<file path="src/rtl/alu_operand_sequencer_pkg.sv">
// Shared width, FSM state and opcode definitions for the ALU operand sequencer.
package alu_seq_pkg;

  localparam int N_BITS = 8;

  typedef enum logic [2:0] {
    ST_IDLE  = 3'd0,
    ST_GET_B = 3'd1,
    ST_GET_F = 3'd2,
    ST_EXEC  = 3'd3,
    ST_HOLD  = 3'd4
  } state_e;

  typedef enum logic [1:0] {
    OP_AND = 2'b00,
    OP_OR  = 2'b01,
    OP_ADD = 2'b10,
    OP_SUB = 2'b11
  } opcode_e;

endpackage

</file>
<file path="src/rtl/alu_operand_sequencer_event_counter.sv">
// 8-bit event counter; SATURATE selects sticking at 255 instead of wrapping to 0.
module event_counter #(
  parameter bit SATURATE = 1'b0
) (
  input  logic       clk,
  input  logic       reset,
  input  logic       inc_i,
  output logic [7:0] count_o
);

  logic [7:0] count_q;
  logic [7:0] count_d;

  always_comb begin
    count_d = count_q;
    if (inc_i && !(SATURATE && count_q == 8'hFF)) begin
      count_d = count_q + 8'd1;
    end
  end

  // NOTE: sequential state uses non-blocking assignments so every register
  // samples the pre-edge values regardless of process ordering.
  always_ff @(posedge clk or posedge reset) begin
    if (reset) begin
      count_q <= 8'h00;
    end else begin
      count_q <= count_d;
    end
  end

  assign count_o = count_q;

endmodule

</file>
<file path="src/rtl/alu_operand_sequencer.sv">
// Collects A, B and opcode from a byte stream, presents them to an external ALU,
// captures its result and holds it until the consumer accepts it.
module alu_operand_sequencer
  import alu_seq_pkg::*;
#(
  parameter int N_BITS = alu_seq_pkg::N_BITS
) (
  input  logic                     clk,
  input  logic                     reset,
  input  logic [N_BITS-1:0]        din,
  input  logic                     din_valid,
  output logic                     din_ready,
  output logic signed [N_BITS-1:0] A,
  output logic signed [N_BITS-1:0] B,
  output logic [1:0]               F,
  input  logic [N_BITS-1:0]        alu_result,
  input  logic                     alu_flag,
  output logic [N_BITS-1:0]        res_data,
  output logic                     res_flag,
  output logic                     res_valid,
  input  logic                     res_ready,
  output logic [7:0]               op_count,
  output logic [7:0]               ovf_count,
  output logic                     busy
);

  state_e                   state_q, state_d;
  logic signed [N_BITS-1:0] a_q, a_d;
  logic signed [N_BITS-1:0] b_q, b_d;
  opcode_e                  f_q, f_d;
  logic [N_BITS-1:0]        rdata_q, rdata_d;
  logic                     rflag_q, rflag_d;
  logic                     out_hs;

  // NOTE: every signal written here gets a default first, so no path through
  // the case statement can leave one unassigned and infer a latch.
  always_comb begin
    state_d   = state_q;
    a_d       = a_q;
    b_d       = b_q;
    f_d       = f_q;
    rdata_d   = rdata_q;
    rflag_d   = rflag_q;
    din_ready = 1'b0;
    res_valid = 1'b0;
    busy      = 1'b1;

    unique case (state_q)
      ST_IDLE: begin
        din_ready = 1'b1;
        busy      = 1'b0;
        if (din_valid) begin
          a_d     = din;
          state_d = ST_GET_B;
        end
      end
      ST_GET_B: begin
        din_ready = 1'b1;
        if (din_valid) begin
          b_d     = din;
          state_d = ST_GET_F;
        end
      end
      ST_GET_F: begin
        din_ready = 1'b1;
        if (din_valid) begin
          f_d     = opcode_e'(din[1:0]);
          state_d = ST_EXEC;
        end
      end
      ST_EXEC: begin
        // Operands have been stable for this whole cycle; sample the ALU now.
        rdata_d = alu_result;
        rflag_d = alu_flag;
        state_d = ST_HOLD;
      end
      ST_HOLD: begin
        res_valid = 1'b1;
        if (res_ready) begin
          state_d = ST_IDLE;
        end
      end
      default: begin
        state_d = ST_IDLE;
      end
    endcase
  end

  // NOTE: the asynchronous reset clears all state, so a partially collected
  // transaction is dropped and the next byte is always operand A.
  always_ff @(posedge clk or posedge reset) begin
    if (reset) begin
      state_q <= ST_IDLE;
      a_q     <= '0;
      b_q     <= '0;
      f_q     <= OP_AND;
      rdata_q <= '0;
      rflag_q <= 1'b0;
    end else begin
      state_q <= state_d;
      a_q     <= a_d;
      b_q     <= b_d;
      f_q     <= f_d;
      rdata_q <= rdata_d;
      rflag_q <= rflag_d;
    end
  end

  assign out_hs   = res_valid & res_ready;
  assign A        = a_q;
  assign B        = b_q;
  assign F        = f_q;
  assign res_data = rdata_q;
  assign res_flag = rflag_q;

  event_counter #(.SATURATE(1'b0)) u_op_counter (
    .clk     (clk),
    .reset   (reset),
    .inc_i   (out_hs),
    .count_o (op_count)
  );

  event_counter #(.SATURATE(1'b1)) u_ovf_counter (
    .clk     (clk),
    .reset   (reset),
    .inc_i   (out_hs & rflag_q),
    .count_o (ovf_count)
  );

endmodule
</file>
<file path="config.mk">
export PLATFORM = sky130hd
export DESIGN_NAME = alu_operand_sequencer
export DESIGN_NICKNAME = d
export VERILOG_FILES = /design/src/rtl/alu_operand_sequencer_pkg.sv /design/src/rtl/alu_operand_sequencer_event_counter.sv /design/src/rtl/alu_operand_sequencer.sv
export SDC_FILE = /design/constraint.sdc
export NUM_CORES = 1
export LEC_CHECK = 0
export BUFFER_PORTS_ARGS = -buffer_cell sky130_fd_sc_hd__buf_2
export CAP_MARGIN = 15
export CORE_UTILIZATION = 50
export CTS_BUF_LIST = sky130_fd_sc_hd__clkbuf_8
export CTS_CLUSTER_SIZE = 30
export DETAILED_ROUTE_END_ITERATION = 12
export PLACE_DENSITY = 0.89
export RECOVER_POWER = 50
export REMOVE_ABC_BUFFERS = 1
export SLEW_MARGIN = 10
export SYNTH_ARGS = -nofsm -noshare
export SYNTH_HDL_FRONTEND = slang
export SYNTH_SLANG_ARGS = --single-unit
</file>
<file path="constraint.sdc">
create_clock -name clk -period 2.3 [get_ports clk]
set_input_delay 0.23 -clock clk [delete_from_list [all_inputs] [get_ports clk]]
set_output_delay 0.23 -clock clk [all_outputs]
set_load 0.01 [all_outputs]
</file>
==> metrics.md, run 1 <==
| Metric | Value |
|---|---|
| CTS root buf | clkbuf_8 |
| Status | completed |
| Routed vias | 1336 |
| Die Height | 64.0 µm |
| Crit-path max FO | 10 |
| Die width | 64.0 µm |
| Share of layout cells above drive strength 1 | 0.406 |
| GP Congestion | 0.760 |
| Max Transition Viols Final | 0 |
| Max-cap violations | 0 |
| Placed Cells | 256 |
| Worst-Margin Slew | 0.833 ns |
| Final instance area | 0.00240 mm² |
| Headroom to the max-slew limit | 0.445 |
| Final setup viols | 0 |
| Largest net degree at the start of global routing | 23 |
| Vias per cell | 5.04 |
| FF+latch area | 0.00115 mm² |
| Startpoint Class | flip-flop |
| Hold Path End | state_q[2]$_DFFE_PP0P_ |
| Routed wire length | 3520 µm |
| R2R Path Start | state_q[1]$_DFFE_PP0P_ |
| R2r endpoint | u_ovf_counter.count_o[5]$_DFFE_PP0P_ |
| Clock latency on the worst-skew pair | 0.29 ns |
| Starting Density | 0.525 |
| Fin worst setup slack | 0.558 ns |
| YS warnings | 0 |
| Area of the mapped netlist | 0.00192 mm² |
| Layout area overhead | 24.7% |
| Skew final | 0.00612 ns |
| Wire per inst | 13.3 µm |
| Nets | 239 |
| Post-CTS setup buffer count | 0 |
| First-pass DRT Iterations | 4 |
| Reg2reg setup slack | 0.56 ns |
| Number of synthesized register bits | 46 |
| Drt initial violations | 65 |
| Power per cell area | 1210 mW/mm² |
| Reg2Reg Depth | 4 |
| Synth area leader | dfrtp_1 |
| CTS tree | built |
| Req. time, crit path | 2.48 ns |
| Post-synth top area share | 0.599 |
| Seq/Total Area, Yosys | 0.599 |
| Post-synthesis cell count | 143 |
| Top-count cell post-synth | dfrtp_1 |
| Setup CP Type | flip-flop to flip-flop |
| I/O Buffers | 66 |
| Htree depth | 2 |
| Min-delay src | res_ready |
| Hold-fix buffers, CTS | 1 |
| Post-CTS sizing | 0 |
| Final Non-Filler Cells | 265 |
| CTS max path bufs | 2 |
| Core area | 0.00366 mm² |
| Critical Path AT | 1.92 ns |
| Ant. Diodes | 0 |
| Synthesized area per cell | 13.4 µm² |
| RSZ-0062 raised after global routing | no |
| GRT Total Usage | 0.190 |
| CTS sink count | 46 |
| Congestion Overflow GR | 0 |
| Area of the die | 0.00410 mm² |
| Crit end category | flip-flop |
| Commonest register cell after synthesis | dfrtp_1 |
| Post-Place Setup Slack | 0.574 ns |
| HP Class | input port to flip-flop |
| Peak supply drop | 0.620 mV |
| Layout fillers | 294 |
| Final Hold Viols | 0 |
| Vias in the first global route | 1321 |
| Max Freq | 0.574 GHz |
| Crit path time final | 1.74 ns |
| Post-synth cell types | 24 |
| Post-DP HPWL | 2620 µm |
| Clk slew on worst S/H paths | 0.08 ns |
| Post-synth top cells | dfrtp_1, mux2_2, nand2_1, nor2_1 |
| First-pass GRT wire length | 5900 µm |
| TritonCTS buffer count | 5 |
| Hold path depth | 2 |
| Area after DPL | 0.00231 mm² |
| Row count | 22 |
| DRT antenna net count | 0 |
| I/O pin cnt | 67 |
| TNS Setup | 0 ns |
| Tcrit/Tclk final | 0.758 |
| Ys async rst share | 1.00 |
| DRC Markers | 0 |
| Antenna violations before repair | 0 |
| Multi-input logic area | 732 µm² |
| Top area cells in the synthesized netlist | dfrtp_1, mux2_2, xnor2_1 |
| Number of flops mapped to enable cells by yosys | 0 |
| Total leakage power | 1.15 nW |
-- through the flow --
step	utilization	power [W]	hold WS, ns
after floorplan	-	0.00195	0.337
after global placement	0.631	0.00235	0.141
after detailed placement	0.631	0.00240	0.149
after CTS	0.663	0.00297	0.158
after global routing	0.655	0.00308	0.154
final	0.655	0.00289	0.167
-- sequential cells by signal, summed over array words and instances, names as in the netlist --
register	cells
F	2
u_op_counter.count_o	8
res_data	8
u_ovf_counter.count_o	8
state_q	3
B	8
A	8
res_flag	1
-- worst max-delay path by stage --
| stage | slack, ns | start | endpoint |
|---|---|---|---|
| after floorplan | 0.69 | state_q[1]$_DFFE_PP0P_ | u_ovf_counter.count_o[5]$_DFFE_PP0P_ |
| after global placement | 0.61 | state_q[1]$_DFFE_PP0P_ | u_ovf_counter.count_o[5]$_DFFE_PP0P_ |
| after detailed placement | 0.57 | state_q[2]$_DFFE_PP0P_ | B[4]$_DFFE_PP0P_ |
| after CTS | 0.56 | state_q[2]$_DFFE_PP0P_ | B[4]$_DFFE_PP0P_ |
| after global routing | 0.44 | state_q[2]$_DFFE_PP0P_ | B[4]$_DFFE_PP0P_ |
| final | 0.56 | state_q[1]$_DFFE_PP0P_ | u_ovf_counter.count_o[5]$_DFFE_PP0P_ |
-- cell usage in the layout, fill, tap and decap left out, drive strengths merged --
master        n
nand3         5
clkbuf       27
nor2          7
dlygate4sd3   1
nor3b         1
nand3b        2
mux2         32
and4          2
or3           1
xnor2         6
ha            2
inv           6
buf          47
bufinv        1
nand2b        4
o21ai         2
and4bb        1
xor2          4
nand4         6
dfrtp        46
mux2i         1
a21oi         3
nand2         7
nor3          3
-- power by group --
group / internal, W / switching (W)
Clock: 0.000316 / 0.000249
Sequential: 0.00111 / 0.000232
Combinational: 0.000510 / 0.000470
-- final cells by class --
cell class / count / area share
tap: 48 / 0.0251
inverter: 4 / 0.00626
multi-input combinational: 89 / 0.305
sequential: 46 / 0.480
timing repair buffer: 70 / 0.139
clock buffer: 5 / 0.0287
clock inverter: 3 / 0.0157
-- cell families (layout without fill, tap and decap cells) --
group,after synthesis,in the layout,share of synthesized area
compound gates,5,5,0.0130
flops,46,46,0.599
simple gates,39,39,0.117
xor+xnor,10,10,0.0456
mux,33,33,0.193
buf+inv,8,82,0.0202
fa+ha+maj,2,2,0.0130
-- per-layer routing --
metal  track usage  routed length, µm  part of all wire  vias up
met5             0                  0                 0        -
met1         0.231               1590              0.45      652
li1              -                  -                 -      641
met2         0.330               1750              0.50       38
met3        0.0464                159             0.045        5
met4        0.0597                 23            0.0065        0
-- critical path: stages (launching register included) --
cell	delay [ns]
dfrtp_1	0.49
and4bb_2	0.48
and4_1	0.27
nand4_1	0.11
mux2_2	0.28
No activity file was read; power rests on OpenSTA's default activity.
==> run 2, diff against run 1 <==
CORE_UTILIZATION = 46   (was 50)
PLACE_DENSITY = 0.86   (was 0.89)
clock period = 1.5 ns   (was 2.3 ns; I/O delays follow)
==> run 2 against run 1 <==
Compared with the run above: the run now ends with negative setup slack left; combinational power increased by 84%; cell area up 7.0%; non-clock buffer count up 17; via count grew 7.9%; wire length rose by 15%; maximum frequency up 15%; power increased by 62%; sequential power up 48%; count of clock-buffer cells in the layout is the same; final cell count grew 7.2%; global-route usage increased by 1.2 points; critical path type unchanged; largest cell class unchanged; highest routed layer unchanged.
==> metrics.md, run 2 (same netlist as run 1, synthesis figures left out) <==
| Metric | Value |
|---|---|
| Status | finished with violations |
| Failing checks | negative setup slack |
| Largest net degree at the start of global routing | 28 (+22%) |
| Crit-path max FO | 4 (-6) |
| Ant. Diodes | 0 (unchanged) |
| CTS tree | built |
| CTS root buf | clkbuf_8 |
| Commonest cells after routing, fill and taps aside | buf_2, dfrtp_1, mux2_2 |
| Clock power share | 0.189 (-0.007) |
| CTS sink count | 46 (unchanged) |
| Row count | 23 (+4.5%) |
| Post-Place Setup Slack | -0.0652 ns (-0.639 ns) |
| Antenna violations before repair | 0 (unchanged) |
| Switching power | 0.00153 W (+61%) |
| Starting Density | 0.480 (-0.0445) |
| Routed wire length | 4070 µm (+15%) |
| GP Congestion | 0.842 (+11%) |
| Drt initial violations | 55 (-15%) |
| Htree depth | 2 (unchanged) |
| Headroom to the max-slew limit | 0.488 (+0.0434) |
| First-pass DRT Iterations | 4 (unchanged) |
| Layout area overhead | 33.5% |
| DRT antenna net count | 0 (unchanged) |
| Area after DPL | 0.00240 mm² (+3.9%) |
| Sequential share of power | 0.426 (-0.039) |
| Req. time, crit path | 1.69 ns (-0.79 ns) |
| TritonCTS buffer count | 5 (unchanged) |
| Wire per inst | 14.3 µm (+7.7%) |
| Congestion Overflow GR | 0 (unchanged) |
| Design Power | 0.00469 W (+62%) |
| Worst-Margin Slew | 0.767 ns (-0.0659 ns) |
| GRT Total Usage | 0.201 (+0.0116) |
| Layout fillers | 327 (+11%) |
| HP Class | input port to flip-flop |
| Worst setup path endpoint | u_ovf_counter.count_o[5]$_DFFE_PP0P_ |
| Core area | 0.00400 mm² (+9.3%) |
| Fin worst setup slack | -0.0136 ns (-0.571 ns) |
| R2r endpoint | u_ovf_counter.count_o[5]$_DFFE_PP0P_ |
| Share of layout cells above drive strength 1 | 0.496 (+0.0902) |
| First-pass GRT wire length | 6470 µm (+9.7%) |
| Max-cap violations | 0 (unchanged) |
| CTS max path bufs | 2 (unchanged) |
| Vias in the first global route | 1394 (+5.5%) |
| Die width | 66.6 µm (+4.1%) |
| Total leakage power | 1.25 nW (+9.0%) |
| Final Hold Viols | 0 (unchanged) |
| I/O Buffers | 66 (unchanged) |
| Tcrit/Tclk final | 1.01 (+0.252) |
| Combinational Power Share | 0.385 (+0.046) |
| Reg2reg setup slack | -0.01 ns (-0.57 ns) |
| Power per cell area | 1830 mW/mm² (+52%) |
| Internal power | 0.00316 W (+63%) |
| Commonest non-fill, non-tap cell in the layout | buf_2 |
| Final setup viols | 2 (+2) |
| Routed vias | 1441 (+7.9%) |
| I/O pin cnt | 67 (unchanged) |
| R2R Path Start | state_q[1]$_DFFE_PP0P_ |
| Final instance area | 0.00257 mm² (+7.0%) |
| Clock latency on the worst-skew pair | 0.30 ns (about the same) |
| Vias per cell | 5.07 (+0.64%) |
| Nets | 256 (+7.1%) |
| Post-DP HPWL | 2870 µm (+9.2%) |
| Max Transition Viols Final | 0 (unchanged) |
| Crit path time final | 1.51 ns (-0.229 ns) |
| Peak supply drop | 0.903 mV (+46%) |
| Skew final | 0.00779 ns (+0.00167 ns) |
| Setup CP Type | flip-flop to flip-flop |
| Area of the die | 0.00444 mm² (+8.4%) |
| Die Height | 66.6 µm (+4.1%) |
| Multi-input logic area | 754 µm² (+3.1%) |
| Clk slew on worst S/H paths | 0.08 ns (about the same) |
| Crit end category | flip-flop |
| Critical Path AT | 1.70 ns (-0.22 ns) |
| Startpoint Class | flip-flop |
| Max Freq | 0.661 GHz (+15%) |
| Switch share | 0.326 (-0.00283) |
| TNS Setup | -0.0204 ns (-0.0204 ns) |
| FF+latch area | 0.00115 mm² (unchanged) |
| Reg2Reg Depth | 4 (unchanged) |
| DRC Markers | 0 (unchanged) |
| RSZ-0062 raised after global routing | yes |
| WHS | 0.0554 ns (-0.112 ns) |
| Critical Path Source | state_q[1]$_DFFE_PP0P_ |
run 2: cell count changes in the layout (fill, tap and decap cells not counted), sizes merged:
cell | previous run | this run
buf | 47 | 69
clkbuf | 27 | 22
run 2: area by class of cell:
class / count / share of cell area
clock buffer: 5 / 0.0268
clock inverter: 3 / 0.0146
inverter: 4 / 0.00585
multi-input combinational: 89 / 0.294
sequential: 46 / 0.449
tap: 50 / 0.0244
timing repair buffer: 87 / 0.186
run 2: critical path, cell delays in order, from the launching register on:
cell and delay (ns):
dfrtp_1 0.41, and4bb_2 0.34, and4_4 0.25, nand4_1 0.11, mux2_2 0.29
run 2: metrics by stage:
stage,instances,util
final,284,0.642
after global routing,284,0.642
after CTS,280,0.639
after detailed placement,268,0.600
after global placement,268,0.600
after floorplan,139,-
run 2: worst min path at each step:
stage,cells past startpoint,endpoint,startpoint
floorplan,1,state_q[2]$_DFFE_PP0P_,res_ready
global placement,2,u_op_counter.count_o[6]$_DFFE_PP0P_,reset
detailed placement,2,u_op_counter.count_o[5]$_DFFE_PP0P_,reset
CTS,2,state_q[2]$_DFFE_PP0P_,res_ready
global route,2,res_data[5]$_DFFE_PP0P_,alu_result[5]
finish,2,state_q[2]$_DFFE_PP0P_,res_ready
run 2: power groups by stage:
stage                     Sequential [W]  Clock (W)  Combinational, W
after floorplan                  0.00224          0          0.000751
after global placement           0.00198          0           0.00173
after detailed placement         0.00201          0           0.00179
after CTS                        0.00199   0.000917           0.00185
after global routing             0.00207   0.000965           0.00198
final                            0.00200   0.000888           0.00180
run 2: routing by layer:
| layer | GRT usage | wire [µm] | vias to the layer above |
|---|---|---|---|
| li1 | - | - | 681 |
| met1 | 0.250 | 1740 | 706 |
| met2 | 0.322 | 2070 | 47 |
| met3 | 0.0548 | 175 | 7 |
| met4 | 0.0984 | 77 | 0 |
| met5 | 0 | 0 | - |
run 2: repair_timing:
action / 4_1_cts / 5_1_grt
endpoints found under the hold margin: 19 / 0
endpoints found under the setup margin: 4 / 24
resized for setup: 4 / 4
setup buffers: 3 / 4
pin swaps: 4 / 1
hold buffers: 1 / 0
==> run 3, diff against run 2 <==
CORE_UTILIZATION = 45   (was 46)
PLACE_DENSITY = 0.85   (was 0.86)
==> run 3 against run 2 <==
Compared with the run above: the flow now finishes without violations; die area increased by 2.2%; non-clock buffer count decreased by 4; sequential cell count unchanged; combinational power decreased by 4%; final cell count decreased by 1.4%; first-iteration DRC count decreased by 18%; count of clock-buffer cells in the layout increased by 1; sequential power about the same; global-route usage decreased by 2.2 points; critical path type unchanged; largest cell class unchanged.
==> metrics.md, run 3 (same netlist as run 1, synthesis figures left out) <==
| Metric | Value |
|---|---|
| M1 wire length | 1590 µm (-8.7%) |
| DR WL met2 | 1980 µm (-4.3%) |
| CTS max path bufs | 2 (unchanged) |
| Critical Path AT | 1.65 ns (-0.05 ns) |
| Crit-path max FO | 3 (-1) |
| Nets | 252 (-1.6%) |
| Power per cell area | 1780 mW/mm² (-2.4%) |
| Routed wire length | 3900 µm (-4.1%) |
| Final Hold Viols | 0 (unchanged) |
| Final Non-Filler Cells | 280 (-1.4%) |
| Startpoint Class | flip-flop |
| CTS root buf | clkbuf_8 |
| Crit end category | flip-flop |
| Total leakage power | 1.22 nW (-2.4%) |
| Delay-heaviest family, CP | simple AND/OR/NAND/NOR gates |
| DRT antenna net count | 0 (unchanged) |
| Vias in the first global route | 1348 (-3.3%) |
| Clk slew on worst S/H paths | 0.08 ns (about the same) |
| Peak supply drop | 0.888 mV (-1.7%) |
| DR WL met3 | 266 µm (+52%) |
| First-pass GRT wire length | 5920 µm (-8.5%) |
| Layout area overhead | 30.7% |
| Antenna violations before repair | 0 (unchanged) |
| TNS Setup | 0 ns (+0.0204 ns) |
| Final core area utilization | 0.619 (-0.0227) |
| Ant. Diodes | 0 (unchanged) |
| CP peak stage delay | 0.39 ns (-0.02 ns) |
| Vias per cell | 5.05 (-0.40%) |
| Area of the die | 0.00454 mm² (+2.2%) |
| Share of layout cells above drive strength 1 | 0.478 (-0.0175) |
| Crit path time final | 1.47 ns (-0.0390 ns) |
| Htree depth | 2 (unchanged) |
| Status | completed |
| Die Height | 67.4 µm (+1.1%) |
| Largest net degree at the start of global routing | 47 (+68%) |
| Max Freq | 0.678 GHz (+2.6%) |
| CP bufs+invs | 0 (unchanged) |
| Max Transition Viols Final | 0 (unchanged) |
| Highest routed layer | met4 |
| Row count | 23 (unchanged) |
| Clock latency on the worst-skew pair | 0.29 ns (about the same) |
| Die width | 67.4 µm (+1.1%) |
| Placed Cells | 271 (+1.1%) |
| Design Power | 0.00448 W (-4.5%) |
| TritonCTS buffer count | 5 (unchanged) |
| GP Congestion | 0.729 (-13%) |
| Congestion Overflow GR | 0 (unchanged) |
| WHS | 0.0668 ns (+0.0114 ns) |
| Commonest cells after routing, fill and taps aside | buf_2, dfrtp_1, mux2_2 |
| Skew final | 0.00617 ns (-0.00162 ns) |
| I/O Buffers | 66 (unchanged) |
| First-pass DRT Iterations | 4 (unchanged) |
| HP Class | input port to flip-flop |
| Critical path's slowest cell | dfrtp_1 |
| GRT Total Usage | 0.179 (-0.0221) |
| Tcrit/Tclk final | 0.983 (-0.0260) |
| I/O pin cnt | 67 (unchanged) |
| Crit path cell chain | and4bb_2, and4_4, nand4_1, mux2_2 |
| Commonest non-fill, non-tap cell in the layout | buf_2 |
| Req. time, crit path | 1.68 ns (about the same) |
| Post-CTS setup buffer count | 0 (-3) |
| Worst-Margin Slew | 0.615 ns (-0.151 ns) |
| RSZ-0062 raised after global routing | yes |
| Max-cap violations | 0 (unchanged) |
| Headroom to the max-slew limit | 0.590 (+0.102) |
| Final setup viols | 0 (-2) |
| Post-DP HPWL | 2870 µm (about the same) |
| Core area | 0.00406 mm² (+1.4%) |
| Drt initial violations | 45 (-18%) |
| CTS sink count | 46 (unchanged) |
| CTS tree | built |
| Starting Density | 0.474 (-0.00681) |
| DRC Markers | 0 (unchanged) |
| Routed vias | 1415 (-1.8%) |
| Wire per inst | 13.9 µm (-2.7%) |
| Setup CP Type | flip-flop to flip-flop |
## run 3: worst paths after layout
kind / startpoint / end / slack (ns) / cells past startpoint
worst max-delay path: state_q[0]$_DFFE_PP0P_ / u_ovf_counter.count_o[5]$_DFFE_PP0P_ / 0.03 / 4
worst min-delay path: res_ready / state_q[2]$_DFFE_PP0P_ / 0.07 / 2
worst max register to register: state_q[0]$_DFFE_PP0P_ / u_ovf_counter.count_o[5]$_DFFE_PP0P_ / 0.03 / 4
worst min register to register: u_op_counter.count_o[7]$_DFFE_PP0P_ / u_op_counter.count_o[7]$_DFFE_PP0P_ / 0.48 / 1
max in group asynchronous: reset / B[5]$_DFFE_PP0P_ / 0.50 / 4
min in group asynchronous: reset / res_flag$_DFFE_PP0P_ / 0.57 / 4
## run 3: per-layer routing
metal,global-route usage,vias to the layer above
li1,-,670
met1,0.209,684
met2,0.309,54
met3,0.0541,7
met4,0.0665,0
met5,0,-
## run 3: timing repair
item	in CTS	in global routing
endpoints found under the hold margin	46	0
hold buffers	1	0
setup endpoints to repair	1	12
gates resized for setup	1	4
pin swaps	0	4
## run 3: final cells by class
cell class | count | area, µm²
clock buffers | 6 | 82.6
clock inverters | 2 | 8.76
fillers | 327 | 1550
inverters | 4 | 15.0
multi-input cells | 89 | 749
flip-flops and latches | 46 | 1150
well taps | 50 | 62.6
repair buffers | 83 | 442
## run 3: worst register-to-register path, cell delays in order (launching register included)
cell and delay, ns:
dfrtp_1 0.39, and4bb_2 0.34, and4_4 0.25, nand4_1 0.11, mux2_2 0.28
## run 3: per-stage QoR
step / area, µm² / setup slack (ns)
after detailed placement: 2420 / 0.0298
after global routing: 2510 / -0.0339
after CTS: 2530 / 0.00101
after floorplan: 1900 / -0.112
after global placement: 2420 / 0.0815
final: 2510 / 0.0253
## run 3: power by group
group          leakage (nW)  internal (W)  switching (W)
Sequential            0.569       0.00171       0.000288
Clock                0.0524      0.000365       0.000390
Combinational         0.603      0.000899       0.000831
Total                  1.22       0.00297        0.00151
